<file path="config.mk">
export PLATFORM = sky130hd
export DESIGN_NAME = accum_sequencer
export DESIGN_NICKNAME = d
export VERILOG_FILES = /design/src/rtl/accum_sequencer_pkg.sv /design/src/rtl/accum_sequencer_upload_pacer.sv /design/src/rtl/accum_sequencer.sv
export SDC_FILE = /design/constraint.sdc
export NUM_CORES = 1
export LEC_CHECK = 0
export CORE_MARGIN = 3
export CORE_UTILIZATION = 38
export DETAILED_ROUTE_END_ITERATION = 10
export DONT_BUFFER_PORTS = 1
export GPL_TIMING_DRIVEN = 0
export HOLD_SLACK_MARGIN = 0.08
export PLACE_DENSITY = 0.53
export SETUP_SLACK_MARGIN = 0.02
export SLEW_MARGIN = 20
export SYNTH_ARGS = -nofsm -noshare
export SYNTH_HDL_FRONTEND = slang
export SYNTH_SLANG_ARGS = --single-unit
export TNS_END_PERCENT = 30
</file>
<file path="constraint.sdc">
create_clock -name clk -period 3.4 [get_ports clk]
set_input_delay 0 -clock clk [delete_from_list [all_inputs] [get_ports clk]]
set_output_delay 0 -clock clk [all_outputs]
set_load 0.005 [all_outputs]
</file>
<file path="src/rtl/accum_sequencer_pkg.sv">
// accum_sequencer_pkg: shared state encodings and sizing helpers for the accumulation sequencer
package accum_sequencer_pkg;
  typedef logic [2:0] state_t;
  localparam state_t S_IDLE   = 3'd0;
  localparam state_t S_ARM    = 3'd1;
  localparam state_t S_FRAME  = 3'd2;
  localparam state_t S_DRAIN  = 3'd3;
  localparam state_t S_UPLOAD = 3'd4;
  localparam state_t S_DONE   = 3'd5;
  localparam int CHUNK_W = 16;
  function automatic int chunks_per_frame(input int frame_points, input int upload_points);
    return frame_points / upload_points;
  endfunction
  function automatic int cnt_w(input int n);
    return (n < 2) ? 1 : $clog2(n);
  endfunction
endpackage

</file>
<file path="src/rtl/accum_sequencer_upload_pacer.sv">
// accum_sequencer_upload_pacer: chunk counter, inter-chunk gap timer and upload_trigger strobe
// en_i enables pacing (UPLOAD state), clr_i clears chunk_cnt_o on a new acquisition,
// done_o reports all chunks issued, gap expired and no buffer data left.
module accum_sequencer_upload_pacer
  import accum_sequencer_pkg::*;
#(
  parameter int FRAME_POINTS       = 16384,
  parameter int UPLOAD_POINTS_ONCE = 512,
  parameter int UPLOAD_GAP         = 4
) (
  input  logic               clk,
  input  logic               rst_n,
  input  logic               en_i,
  input  logic               clr_i,
  input  logic               upload_en_i,
  input  logic               upload_req_i,
  output logic               trigger_o,
  output logic [CHUNK_W-1:0] chunk_cnt_o,
  output logic               done_o
);
  localparam logic [CHUNK_W-1:0] CHUNKS = CHUNK_W'(chunks_per_frame(FRAME_POINTS, UPLOAD_POINTS_ONCE));
  localparam int GW = cnt_w(UPLOAD_POINTS_ONCE + UPLOAD_GAP);
  // strobes land exactly UPLOAD_POINTS_ONCE+UPLOAD_GAP cycles apart: the firing cycle counts as one
  localparam logic [GW-1:0] GAP_LOAD = GW'(UPLOAD_POINTS_ONCE + UPLOAD_GAP - 1);
  logic [CHUNK_W-1:0] chunk_q;
  logic [GW-1:0] gap_q;
  logic trig_q, fire, expired;
  assign expired = gap_q == '0;
  assign fire = en_i && upload_en_i && upload_req_i && expired && (chunk_q < CHUNKS);
  assign done_o = en_i && (chunk_q == CHUNKS) && expired && !upload_en_i;
  assign trigger_o = trig_q;
  assign chunk_cnt_o = chunk_q;
  always_ff @(posedge clk or negedge rst_n) begin
    if (!rst_n) begin
      trig_q  <= 1'b0;
      chunk_q <= '0;
      gap_q   <= '0;
    end else begin
      trig_q  <= fire;
      chunk_q <= clr_i ? '0 : fire ? chunk_q + CHUNK_W'(1) : chunk_q;
      gap_q   <= !en_i ? '0 : fire ? GAP_LOAD : expired ? gap_q : gap_q - GW'(1);
    end
  end
endmodule

</file>
<file path="src/rtl/accum_sequencer.sv">
// accum_sequencer: sequences pulse accumulation, drain and paced upload of the spectrum FIFO buffer
// Inputs: start/abort commands, pls_num, trigger_start (level), valid_in, upload_en_in, upload_req.
// Outputs: Buffer_En, is_first_pls, upload_trigger, fifo_flush, busy, acq_done, overrun, pls_cnt, chunk_cnt.
module accum_sequencer
  import accum_sequencer_pkg::*;
#(
  parameter int FRAME_POINTS       = 16384,
  parameter int UPLOAD_POINTS_ONCE = 512,
  parameter int PLS_W              = 16,
  parameter int DRAIN_CYCLES       = 8,
  parameter int UPLOAD_GAP         = 4
) (
  input  logic               clk,
  input  logic               rst_n,
  input  logic               start,
  input  logic               abort,
  input  logic [PLS_W-1:0]   pls_num,
  input  logic               trigger_start,
  input  logic               valid_in,
  input  logic               upload_en_in,
  input  logic               upload_req,
  output logic               Buffer_En,
  output logic               is_first_pls,
  output logic               upload_trigger,
  output logic               fifo_flush,
  output logic               busy,
  output logic               acq_done,
  output logic               overrun,
  output logic [PLS_W-1:0]   pls_cnt,
  output logic [CHUNK_W-1:0] chunk_cnt
);
  localparam int SW = cnt_w(FRAME_POINTS);
  localparam int DW = cnt_w(DRAIN_CYCLES);
  localparam logic [SW-1:0] SAMP_LAST  = SW'(FRAME_POINTS - 1);
  localparam logic [DW-1:0] DRAIN_LAST = DW'(DRAIN_CYCLES - 1);
  state_t state_q, state_d;
  logic [PLS_W-1:0] n_q, n_d, pls_q, pls_d;
  logic [SW-1:0] samp_q, samp_d;
  logic [DW-1:0] drain_q, drain_d;
  logic buf_en_q, buf_en_d, first_q, first_d, flush_q, flush_d;
  logic done_q, done_d, ovr_q, ovr_d, trig_q, edge_q;
  logic go, frame_end, last_pls, up_done;
  assign go = (state_q == S_IDLE) && start && !abort;
  assign frame_end = (state_q == S_FRAME) && valid_in && (samp_q == SAMP_LAST);
  // widened so n_q = all-ones cannot wrap the comparison
  assign last_pls = ({1'b0, pls_q} + (PLS_W+1)'(1)) == {1'b0, n_q};
  always_comb begin
    state_d  = state_q;
    n_d      = n_q;
    pls_d    = pls_q;
    samp_d   = samp_q;
    drain_d  = '0;
    buf_en_d = buf_en_q;
    first_d  = first_q;
    flush_d  = 1'b0;
    done_d   = 1'b0;
    ovr_d    = ovr_q;
    if (abort && state_q != S_IDLE) begin
      state_d  = S_IDLE;
      buf_en_d = 1'b0;
      first_d  = 1'b0;
      flush_d  = 1'b1;
    end else begin
      case (state_q)
        S_IDLE: if (go) begin
          state_d  = S_ARM;
          n_d      = (pls_num == '0) ? PLS_W'(1) : pls_num;
          pls_d    = '0;
          ovr_d    = 1'b0;
          buf_en_d = 1'b1;
          first_d  = 1'b1;
        end
        S_ARM: if (edge_q) begin
          state_d = S_FRAME;
          samp_d  = '0;
        end
        S_FRAME: begin
          ovr_d  = ovr_q | edge_q;
          samp_d = valid_in ? samp_q + SW'(1) : samp_q;
          if (frame_end) begin
            pls_d   = (&pls_q) ? pls_q : pls_q + PLS_W'(1);
            first_d = 1'b0;
            state_d = last_pls ? S_DRAIN : S_ARM;
          end
        end
        S_DRAIN: begin
          drain_d = drain_q + DW'(1);
          if (drain_q == DRAIN_LAST) begin
            buf_en_d = 1'b0;
            state_d  = S_UPLOAD;
          end
        end
        S_UPLOAD: if (up_done) begin
          state_d = S_DONE;
          done_d  = 1'b1;
        end
        default: state_d = S_IDLE;
      endcase
    end
  end
  always_ff @(posedge clk or negedge rst_n) begin
    if (!rst_n) begin
      state_q  <= S_IDLE;
      n_q      <= '0;
      pls_q    <= '0;
      samp_q   <= '0;
      drain_q  <= '0;
      buf_en_q <= 1'b0;
      first_q  <= 1'b0;
      flush_q  <= 1'b0;
      done_q   <= 1'b0;
      ovr_q    <= 1'b0;
      trig_q   <= 1'b0;
      edge_q   <= 1'b0;
    end else begin
      state_q  <= state_d;
      n_q      <= n_d;
      pls_q    <= pls_d;
      samp_q   <= samp_d;
      drain_q  <= drain_d;
      buf_en_q <= buf_en_d;
      first_q  <= first_d;
      flush_q  <= flush_d;
      done_q   <= done_d;
      ovr_q    <= ovr_d;
      trig_q   <= trigger_start;
      edge_q   <= trigger_start & ~trig_q;
    end
  end
  accum_sequencer_upload_pacer #(
    .FRAME_POINTS(FRAME_POINTS),
    .UPLOAD_POINTS_ONCE(UPLOAD_POINTS_ONCE),
    .UPLOAD_GAP(UPLOAD_GAP)
  ) u_pacer (
    .clk(clk),
    .rst_n(rst_n),
    .en_i(state_q == S_UPLOAD),
    .clr_i(go),
    .upload_en_i(upload_en_in),
    .upload_req_i(upload_req),
    .trigger_o(upload_trigger),
    .chunk_cnt_o(chunk_cnt),
    .done_o(up_done)
  );
  assign Buffer_En    = buf_en_q;
  assign is_first_pls = first_q;
  assign fifo_flush   = flush_q;
  assign busy         = state_q != S_IDLE;
  assign acq_done     = done_q;
  assign overrun      = ovr_q;
  assign pls_cnt      = pls_q;
endmodule

</file>
==> qor.yml <==
sta:
  setup_violations: 0
  worst_pin_slew_ns: 0.999
  holdWs_ns: 0.0915
  finClkSkew_ns: 0.00750
  period_needed_ns: 2.82
  maxSlewHeadroom_pct: 32.8
  fmax_ghz: 0.355
  rsz0062_at_grt: "no"
  final_hold_viol_count: 0
  tns_ns: 0
  finalCritPeriodShare_pct: 82.8
  finalMaxSlewViolations: 0
worst_setup_path:
  crit_path_end_kind: "flop"
  critPathMaxFanout: 10
  crit_chain: "buf_2, and4_1, clkbuf_1, nand4_1, o211ai_1, clkbuf_1, a21oi_1, o21ai_0, o31ai_1"
  required_ns: 3.61
  cp_slowest_cell: "o211ai_1"
  path_class: "flop to flop"
  cpPeakStageDelay_ns: 0.54
  cp.arrival_ns: 3.03
  worstSetupStartpointType: "flop"
  crit_top_cell: "clkbuf_1"
route:
  drt-total-wl_um: 11100
  wl_per_cell_um: 16.4
  avgViaCountPerCell: 5.47
  num_vias: 3709
  drt_iter0_drc: 177
  antenna_left: 0
  drc_errors: 0
  dr.pass1.iters: 4
floorplan:
  start_util_pct: 39.2
  core_region_area_sq_um: 11500
  die_h_um: 115
  rows: 39
  die_area_sq_um: 13200
  die_w_um: 115
  ioPinCount: 63
finish:
  synthToLayoutAreaGrowth_pct: 17.0
  final_cell_mix: "dfrtp_1, nand2_1, nor2_1, o21ai_0, dlygate4sd3_1"
  antenna_cells: 0
  final_common_cell: "dfrtp_1"
  nNetsFinal: 562
  drive_gt1_share_pct: 5.61
  instances_no_fill: 678
power_and_ir_drop:
  leakage_nw: 2.31
  cellPowerDensity_nw_per_um2: 564
  p_total_w: 0.00298
  peakVddDrop_uv: 306
clock_tree:
  root_buffer: "clkbuf_16"
  cts.sinks: 86
  insertion_delay_ns: 0.35
  cts-resized-gates: 0
  cts_tree: "done"
  htree_levels: 3
  path_clk_slew_ns: 0.06
  numCtsBuffers: 9
  clockBufferDepth: 2
yosys:
  synth_adder_area_share_pct: 2.44
  async_reset_ff_share_pct: 100
  syn_avg_cell_area_sq_um: 9.18
  synth-xor-area-share_pct: 6.98
  synth-edff-count: 0
  syn_nets: 524
  syn_inst: 492
  synth_top_family_by_area: "simple AND/OR/NAND/NOR gates"
  ys_types: 58
  yosysWarnings: 0
  synth_mux_area_share_pct: 0.914
  syn_area_sq_um: 4520
  synthSimpleGateAreaFrac_pct: 27.3
  ys_seq_area_share_pct: 47.6
  ys.flop_type: "dfrtp_1"
  synth-seq-cells: 86
  synth_compound_area_share_pct: 11.9
grt:
  grtUsageTotal_pct: 17.8
  antenna_found_initial: 0
  grt_pass1_wl_um: 18300
  overflow: 0
  grt_pass1_vias: 3614
  grt_max_degree: 87
place:
  port_buffers: 0
  place_congestion: 0.788
  dp_cells: 635
  dpl.hpwl_um: 7770
flow_run:
  drv_cap: 0
hold_path:
  hold_path_class: "input port to flop"
outcome:
  outcome: "complete, no violations"
[flip-flops by register name, summed over array words and instances (netlist names)]
register	count
edge_q	1
pls_cnt	16
fifo_flush	1
u_pacer.chunk_cnt_o	16
Buffer_En	1
drain_q	3
u_pacer.trigger_o	1
state_q	3
overrun	1
trig_q	1
is_first_pls	1
acq_done	1
n_q	16
samp_q	14
u_pacer.gap_q	10
[metal layers]
metal	wire length (um)	global-route usage [%]
met5	0	0
met4	263	8.06
met3	574	4.42
met2	4960	26.7
met1	5310	24.2
[power by group]
part           switching, W  internal, W
Clock              0.000425     0.000575
Combinational      0.000359     0.000280
Sequential         0.000157      0.00118
[area by class of cell]
cell class                      count  area [sq um]
Buffer                             24           104
Clock buffer                       10           229
Clock inverter                      6          71.3
Fill cell                        1125          6230
Inverter                            6          22.5
Multi-Input combinational cell    376          2240
Sequential cell                    86          2150
Tap cell                          143           179
Timing Repair Buffer               27           288
[cell usage after synthesis, types with 4 or more instances]
| master | instances | area (sq um) |
|---|---|---|
| and3_1 | 4 | 25.0 |
| nand2_1 | 81 | 304 |
| o21ai_0 | 27 | 135 |
| nor4_1 | 10 | 62.6 |
| nor2_1 | 41 | 154 |
| nand4_1 | 16 | 100 |
| xnor2_1 | 18 | 158 |
| xor2_1 | 18 | 158 |
| o31ai_1 | 5 | 37.5 |
| nor2b_1 | 4 | 25.0 |
| a211oi_1 | 4 | 30.0 |
| a21oi_1 | 16 | 80.1 |
| clkbuf_1 | 18 | 67.6 |
| nor3_1 | 20 | 100 |
| nand3_1 | 10 | 50.1 |
| ha_1 | 8 | 100 |
| buf_2 | 5 | 25.0 |
| or3_1 | 5 | 31.3 |
| a31oi_1 | 13 | 81.3 |
| dfrtp_1 | 86 | 2150 |
| and4_1 | 4 | 35.0 |
| inv_1 | 6 | 22.5 |
| and2_1 | 15 | 93.8 |
| nand3b_1 | 7 | 52.6 |
| nand2b_1 | 5 | 31.3 |
[timing repair]
item / in CTS / in global routing
hold endpoints to repair: 112 / 0
hold buffers: 27 / 0
setup buffers: 0 / 0
[logic make-up after synthesis]
group                    after synthesis
adder cells (fa/ha/maj)                9
buffers and inverters                 30
AND/OR/NAND/NOR                      241
XOR/XNOR                              36
flip-flops                            86
multiplexers                           4
AO/OA/AOI/OAI                         86
[critical path: cells and delay by family, from the launching register on]
kind            cells  cell delay (ns)
flops               1             0.37
simple gates        2             0.44
buf+inv             3             1.00
compound gates      4             0.88
[final timing paths]
path | slack (ns) | from | cells past startpoint | end
min reg2reg | 0.39 | trig_q$_DFF_PN0_ | 1 | edge_q$_DFF_PN0_
max | 0.58 | pls_cnt[8]$_DFFE_PN0P_ | 9 | pls_cnt[8]$_DFFE_PN0P_
min in group asynchronous | 0.23 | rst_n | 2 | samp_q[8]$_DFFE_PN0P_
max in group asynchronous | 2.82 | rst_n | 2 | n_q[10]$_DFFE_PN0P_
max reg2reg | 0.58 | pls_cnt[8]$_DFFE_PN0P_ | 9 | pls_cnt[8]$_DFFE_PN0P_
min | 0.09 | abort | 2 | samp_q[1]$_DFFE_PN0P_
[through the flow]
step	worst slack (ns)	util [%]	cell area, sq um
2_1_floorplan	0.960	-	4520
3_3_place_gp	0.672	40.8	4700
3_5_place_dp	0.642	40.8	4700
4_1_cts	0.617	45.9	5280
5_1_grt	0.358	45.9	5280
6_report	0.583	45.9	5280
(Power assumes the default switching activity.)
